## src/rtl/pipe_ctrl_unit.sv

```systemverilog
// ============================================================================
// Module   : pipe_ctrl_unit
// Brief    : Pipelined control unit for a 5-stage MIPS core: opcode decode,
//            ID/EX, EX/MEM, MEM/WB control registers, load-use stall, branch
//            and jump flush, saturating debug counters.
//            Optional macro CTRL_ILLEGAL_OP_EN enables the sticky illegal_op flag.
// Revision : 1.0 - initial release
// ============================================================================
`default_nettype none

module pipe_ctrl_unit #(
  parameter int RA_W  = 5,
  parameter int CNT_W = 16
) (
  input  logic             clk,
  input  logic             rst,
  input  logic             id_valid,
  input  logic [5:0]       id_op,
  input  logic [RA_W-1:0]  id_rs,
  input  logic [RA_W-1:0]  id_rt,
  input  logic             mem_branch_taken,
  output logic             stall,
  output logic             flush_ifid,
  output logic [3:0]       ex_ctrl,
  output logic [RA_W-1:0]  ex_rt,
  output logic [3:0]       mem_ctrl,
  output logic [1:0]       wb_ctrl,
  output logic             ex_valid,
  output logic             mem_valid,
  output logic             wb_valid,
  output logic [CNT_W-1:0] stall_cnt,
  output logic [CNT_W-1:0] flush_cnt,
  output logic             illegal_op
);

  localparam logic [5:0] OP_RTYPE = 6'b000000;
  localparam logic [5:0] OP_LW    = 6'b100011;
  localparam logic [5:0] OP_SW    = 6'b101011;
  localparam logic [5:0] OP_BEQ   = 6'b000100;
  localparam logic [5:0] OP_ADDI  = 6'b001000;
  localparam logic [5:0] OP_ANDI  = 6'b001100;
  localparam logic [5:0] OP_ORI   = 6'b001101;
  localparam logic [5:0] OP_SLTI  = 6'b001010;
  localparam logic [5:0] OP_J     = 6'b000010;

  logic [3:0] dec_ex;
  logic [3:0] dec_m;
  logic [1:0] dec_wb;
  logic       uses_rs;
  logic       uses_rt;

  // ID/EX
  logic [3:0]      ex_ctrl_q,  ex_ctrl_d;
  logic [3:0]      ex_m_q,     ex_m_d;
  logic [1:0]      ex_wb_q,    ex_wb_d;
  logic [RA_W-1:0] ex_rt_q,    ex_rt_d;
  logic            ex_valid_q, ex_valid_d;
  // EX/MEM
  logic [3:0]      mem_ctrl_q,  mem_ctrl_d;
  logic [1:0]      mem_wb_q,    mem_wb_d;
  logic            mem_valid_q, mem_valid_d;
  // MEM/WB
  logic [1:0]      wb_ctrl_q,  wb_ctrl_d;
  logic            wb_valid_q, wb_valid_d;

  logic [CNT_W-1:0] stall_cnt_q, stall_cnt_d;
  logic [CNT_W-1:0] flush_cnt_q, flush_cnt_d;

  logic hazard;
  logic jump_flush;
  logic id_load;

  always_comb begin
    dec_ex  = 4'b0000;
    dec_m   = 4'b0000;
    dec_wb  = 2'b00;
    uses_rs = (id_op != OP_J);
    uses_rt = 1'b0;
    case (id_op)
      OP_RTYPE: begin dec_ex = 4'b1100; dec_wb = 2'b10; uses_rt = 1'b1; end
      OP_LW:    begin dec_ex = 4'b0001; dec_m = 4'b0100; dec_wb = 2'b11; end
      OP_SW:    begin dec_ex = 4'b0001; dec_m = 4'b0010; uses_rt = 1'b1; end
      OP_BEQ:   begin dec_ex = 4'b0010; dec_m = 4'b1000; uses_rt = 1'b1; end
      OP_ADDI, OP_ANDI, OP_ORI, OP_SLTI:
                begin dec_ex = 4'b0101; dec_wb = 2'b10; end
      OP_J:     begin dec_ex = 4'b0110; dec_m = 4'b0001; end
      default:  ;
    endcase
  end

  always_comb begin
    hazard = id_valid & ex_valid_q & ex_m_q[2] & (ex_rt_q != '0) &
             (((ex_rt_q == id_rs) & uses_rs) | ((ex_rt_q == id_rt) & uses_rt));
    jump_flush = id_valid & (id_op == OP_J) & ~hazard;
    // A taken branch in MEM overrides both the load-use stall and the jump
    stall      = ~rst & hazard & ~mem_branch_taken;
    flush_ifid = ~rst & (mem_branch_taken | jump_flush);
    id_load    = id_valid & ~hazard & ~mem_branch_taken;
  end

  always_comb begin
    ex_ctrl_d  = id_load ? dec_ex : 4'b0000;
    ex_m_d     = id_load ? dec_m  : 4'b0000;
    ex_wb_d    = id_load ? dec_wb : 2'b00;
    ex_rt_d    = id_load ? id_rt  : '0;
    ex_valid_d = id_load;

    mem_ctrl_d  = mem_branch_taken ? 4'b0000 : ex_m_q;
    mem_wb_d    = mem_branch_taken ? 2'b00   : ex_wb_q;
    mem_valid_d = ~mem_branch_taken & ex_valid_q;

    wb_ctrl_d  = mem_wb_q;
    wb_valid_d = mem_valid_q;

    stall_cnt_d = stall_cnt_q;
    if (stall && (stall_cnt_q != '1))
      stall_cnt_d = stall_cnt_q + 1'b1;
    flush_cnt_d = flush_cnt_q;
    if (flush_ifid && (flush_cnt_q != '1))
      flush_cnt_d = flush_cnt_q + 1'b1;
  end

  always_ff @(posedge clk or posedge rst) begin
    if (rst) begin
      ex_ctrl_q   <= 4'b0000;
      ex_m_q      <= 4'b0000;
      ex_wb_q     <= 2'b00;
      ex_rt_q     <= '0;
      ex_valid_q  <= 1'b0;
      mem_ctrl_q  <= 4'b0000;
      mem_wb_q    <= 2'b00;
      mem_valid_q <= 1'b0;
      wb_ctrl_q   <= 2'b00;
      wb_valid_q  <= 1'b0;
      stall_cnt_q <= '0;
      flush_cnt_q <= '0;
    end else begin
      ex_ctrl_q   <= ex_ctrl_d;
      ex_m_q      <= ex_m_d;
      ex_wb_q     <= ex_wb_d;
      ex_rt_q     <= ex_rt_d;
      ex_valid_q  <= ex_valid_d;
      mem_ctrl_q  <= mem_ctrl_d;
      mem_wb_q    <= mem_wb_d;
      mem_valid_q <= mem_valid_d;
      wb_ctrl_q   <= wb_ctrl_d;
      wb_valid_q  <= wb_valid_d;
      stall_cnt_q <= stall_cnt_d;
      flush_cnt_q <= flush_cnt_d;
    end
  end

`ifdef CTRL_ILLEGAL_OP_EN
  logic op_legal;
  logic illegal_op_q, illegal_op_d;

  always_comb begin
    case (id_op)
      OP_RTYPE, OP_LW, OP_SW, OP_BEQ, OP_ADDI,
      OP_ANDI, OP_ORI, OP_SLTI, OP_J: op_legal = 1'b1;
      default:                        op_legal = 1'b0;
    endcase
    illegal_op_d = illegal_op_q | (id_valid & ~op_legal & ~stall);
  end

  always_ff @(posedge clk or posedge rst) begin
    if (rst) illegal_op_q <= 1'b0;
    else     illegal_op_q <= illegal_op_d;
  end

  assign illegal_op = illegal_op_q;
`else
  assign illegal_op = 1'b0;
`endif

  assign ex_ctrl   = ex_ctrl_q;
  assign ex_rt     = ex_rt_q;
  assign ex_valid  = ex_valid_q;
  assign mem_ctrl  = mem_ctrl_q;
  assign mem_valid = mem_valid_q;
  assign wb_ctrl   = wb_ctrl_q;
  assign wb_valid  = wb_valid_q;
  assign stall_cnt = stall_cnt_q;
  assign flush_cnt = flush_cnt_q;

endmodule

`default_nettype wire

```

## config.mk

```make
export PLATFORM = sky130hd
export DESIGN_NAME = pipe_ctrl_unit
export DESIGN_NICKNAME = d
export VERILOG_FILES = /design/src/rtl/pipe_ctrl_unit.sv
export SDC_FILE = /design/constraint.sdc
export NUM_CORES = 1
export LEC_CHECK = 0
export ABC_AREA = 1
export CORE_UTILIZATION = 37
export CTS_BUF_LIST = sky130_fd_sc_hd__clkbuf_8
export CTS_CLUSTER_SIZE = 14
export DETAILED_ROUTE_END_ITERATION = 12
export SLEW_MARGIN = 30
export SYNTH_ARGS = -nofsm -noshare
export SYNTH_HDL_FRONTEND = slang
export SYNTH_SLANG_ARGS = --single-unit
```

## constraint.sdc

```tcl
create_clock -name clk -period 2.9 [get_ports clk]
set_clock_uncertainty 0.05 [all_clocks]
set_input_delay 0.58 -clock clk [delete_from_list [all_inputs] [get_ports clk]]
set_output_delay 0.58 -clock clk [all_outputs]
set_load 0.01 [all_outputs]
```

==> results.md <==
- Clock Sinks: between 50 and 60
- Worst-Skew Late Latency: 0.34 ns
- # fillers: 749
- Worst R2R End: flush_cnt[13]
- Rel. slew slack: 54.8%
- Status: finished clean
- Synth Flop Type: dfrtp_1
- Area of the multi-input gates: 1380 sq um
- Max Slew Vio Count: 0
- Worst-path fanout max: 4
- I/O pin cnt: 73
- Initial Utilization: 39.1%
- WL/cell: about 13 um
- DRC violations left: 0
- Setup Crit Path Kind: in2out
- LEAKAGE: 2.05 nW
- CP max stage cell: clkdlybuf4s50_1
- CTS clk-pin slew, worst paths: 0.07 ns
- Worst Setup SP: id_op[0]
- Die height: 93.2 um
- Placed cells: about 550
- Flops & latches, synth: 58
- Longest Clk Path Bufs: 2
- PD cells: 488 nW/um^2
- R2r startpoint: flush_cnt[0]
- Largest net degree at the start of global routing: 54
- Critical Path Stages: 10
- Nature of the critical path endpoint: output port
- Die area: 8690 sq um
- Post-CTS Setup Bufs: 0
- Synthesized cell area: 3080 sq um
- Worst path bufs/invs: 4
- Gpl congestion: 0.850
- Finished Layout Cells: 561
- Post-placement cell area: between 3000 and 4000 sq um
- CP top delay family: buffers and inverters
- Slowest stage delay, CP: 0.52 ns
- Cts bufs inserted: 9
- R2R cell count: 8
- Seq/Total Area, Yosys: 47.1%
- Grt ovf: 0
- Hold_sp: mem_wb_q[1]
- Die X: between 90 and 100 um
- Detailed Route Iter0 Violations: 58
- Row count: 32
- Ratio of cells with drive above 1 in the final layout: 12.0%
- Synth warnings: 0
- # port buffers: 71
- Setup violators final: 0
- Initial antenna violation count: 0
- Register Area: 1450 sq um
- Crit path cell chain: clkdlybuf4s50_1, nand2_1, inv_1, nand3_1, nand2_1, nand3_1, nand2_2, nand3_2, inv_1, dlygate4sd2_1
- Final Cycle Share: 91.2%
- First-pass GRT wire length: 12100 um
- Gr usage total: a little under a fifth
- Crit path DAT: 2.01 ns
- HP Class: reg2reg
- Design Power: slightly above 2 mW
- Area Overhead vs Synth: 36.0%
- Worst path required time: around 2.3 ns
- Root Buffer Master: clkbuf_8
- Tightest Pin Transition: about 0.68 ns
- Final core utilization: 53.1%
- Average size of a mapped cell: 8.46 sq um
- Routed WL: approximately 7000 um
- Fmax: 378 MHz
- Reg-to-reg setup timing slack: between 1 and 1.5 ns
- Worst setup path endpoint: stall
- Core ar.: 7890 sq um
- CTS tree: done
- Syn nets: 386
- DP Wirelength: 5250 um
- Diodes inserted: 0
- Antenna viol nets, final: 0
- Finished Cell Area: about 4200 sq um
- Startpoint Class: primary input
- Vias in the first global route: about 2600
- Vias per cell: between 4 and 5
- Number of enable flip-flop cells after synthesis: 0
- Cells after synthesis: about 360
- Nets: 476
- Final Critical Period: 2.64 ns
- Peak VDD IR: around 0.23 mV
- Final hold vios: 0
- Number of distinct library cells after synthesis: 37
- Routed via count: 2674
- H-tree depth: 3
- Drt first pass iters: 4
- Max cap viols: 0
- RSZ-0062 raised after global routing: false
- Fin Hold WS: 0.302 ns
- Async SR Flop Fraction: 100%
[state kept, by name (all words and copies together), names as in the netlist]
register	count
wb_ctrl	2
mem_wb_q	2
flush_cnt	16
mem_valid	1
ex_wb_q	2
ex_rt	5
mem_ctrl	4
ex_ctrl	4
ex_m_q	4
ex_valid	1
stall_cnt	16
wb_valid	1
[power breakdown]
part	internal (mW)	leakage, nW	total [mW]	switching [mW]
registers	0.861	0.708	0.927	0.0658
clock network	0.402	0.0921	0.770	0.368
logic	0.181	1.25	0.345	0.164
[placed cells by master (no fill, tap or decap), types with 3 or more instances in the layout]
cell type,instances
a21oi_1,3
buf_4,11
xor2_1,21
xnor2_1,9
dfrtp_1,58
inv_1,54
nand4_1,12
nor2_1,44
nor2_4,3
clkdlybuf4s50_1,66
clkinvlp_4,4
inv_2,4
clkbuf_8,9
o21bai_1,14
dlygate4sd2_1,3
nor3_1,7
nand3_1,31
nand3_2,5
nand2_2,3
nand2_1,68
[how the worst min path moves through the flow]
stage | endpoint | slack, ns | depth (start not counted)
3_5_place_dp | wb_ctrl[1] | 0.29 | 0
2_1_floorplan | wb_ctrl[0] | 0.28 | 0
3_3_place_gp | wb_ctrl[1] | 0.28 | 0
5_1_grt | wb_ctrl[0] | 0.32 | 0
6_report | wb_ctrl[1] | 0.30 | 0
4_1_cts | wb_ctrl[0] | 0.31 | 0
[what timing repair did]
action | in CTS | in global routing
hold buffers | 0 | 0
setup endpoints to repair | 1 | 1
pin swaps | 0 | 1
gates resized for setup | 3 | 3
[cells in the mapped netlist, types with 2 or more instances]
cell type   n  area share (%)
inv_1      55             6.7
inv_2       4            0.49
nor3_1      7             1.1
nand4_2     2            0.81
nand3_2     5             1.6
a21oi_1     3            0.49
nand4_1    12             2.4
o21bai_1   14             3.4
nand3_1    31             5.0
nor2_2      2            0.41
nor4_1      2            0.41
xnor2_1     9             2.6
dfrtp_1    58              47
nand2_2     3            0.61
xor2_1     21             6.0
ha_1        2            0.81
nand2_1    68             8.3
nor2_1     44             5.4
nor2_4      3             1.1
o21ai_0     2            0.32
[metal layers]
layer	wire length [um]	global-route usage (%)	vias up
met5	0	0	-
met4	114	6.15	0
met3	356	4.23	13
met2	3220	28.7	86
met1	3430	24.1	1248
li1	-	-	1327
[worst register-to-register path: stages, from the launching register on]
cell	delay [ns]
dfrtp_1	0.41
ha_1	0.24
nand2_2	0.09
nor3_4	0.32
nand4_4	0.23
nand2_4	0.20
inv_4	0.06
nand2_1	0.08
o21ai_2	0.05
[cell type report]
cell class / instances / share of cell area, %
multi-input combinational: 242 / 32.9
sequential: 58 / 34.6
clock inverter: 7 / 1.88
clock buffer: 9 / 2.96
timing repair buffer: 82 / 19.0
inverter: 61 / 5.62
tap: 102 / 3.05
[kinds of logic (layout without fill, tap and decap cells)]
group / after synthesis / after routing / share of synthesized area (%)
other cells: 1 / 1 / 0.122
buf+inv: 64 / 159 / 8.29
flops: 58 / 58 / 47.1
compound gates: 23 / 23 / 5.16
xor+xnor: 30 / 30 / 8.53
simple gates: 186 / 186 / 30.0
fa+ha+maj: 2 / 2 / 0.812
[through the flow]
stage               worst slack (ns)  setup TNS (ns)
floorplan                      0.364               0
global placement            -0.00915        -0.00915
detailed placement           -0.0728         -0.0728
CTS                           0.0242               0
global route                   0.108               0
finish                         0.256               0
No activity file was read; power rests on OpenSTA's default activity.
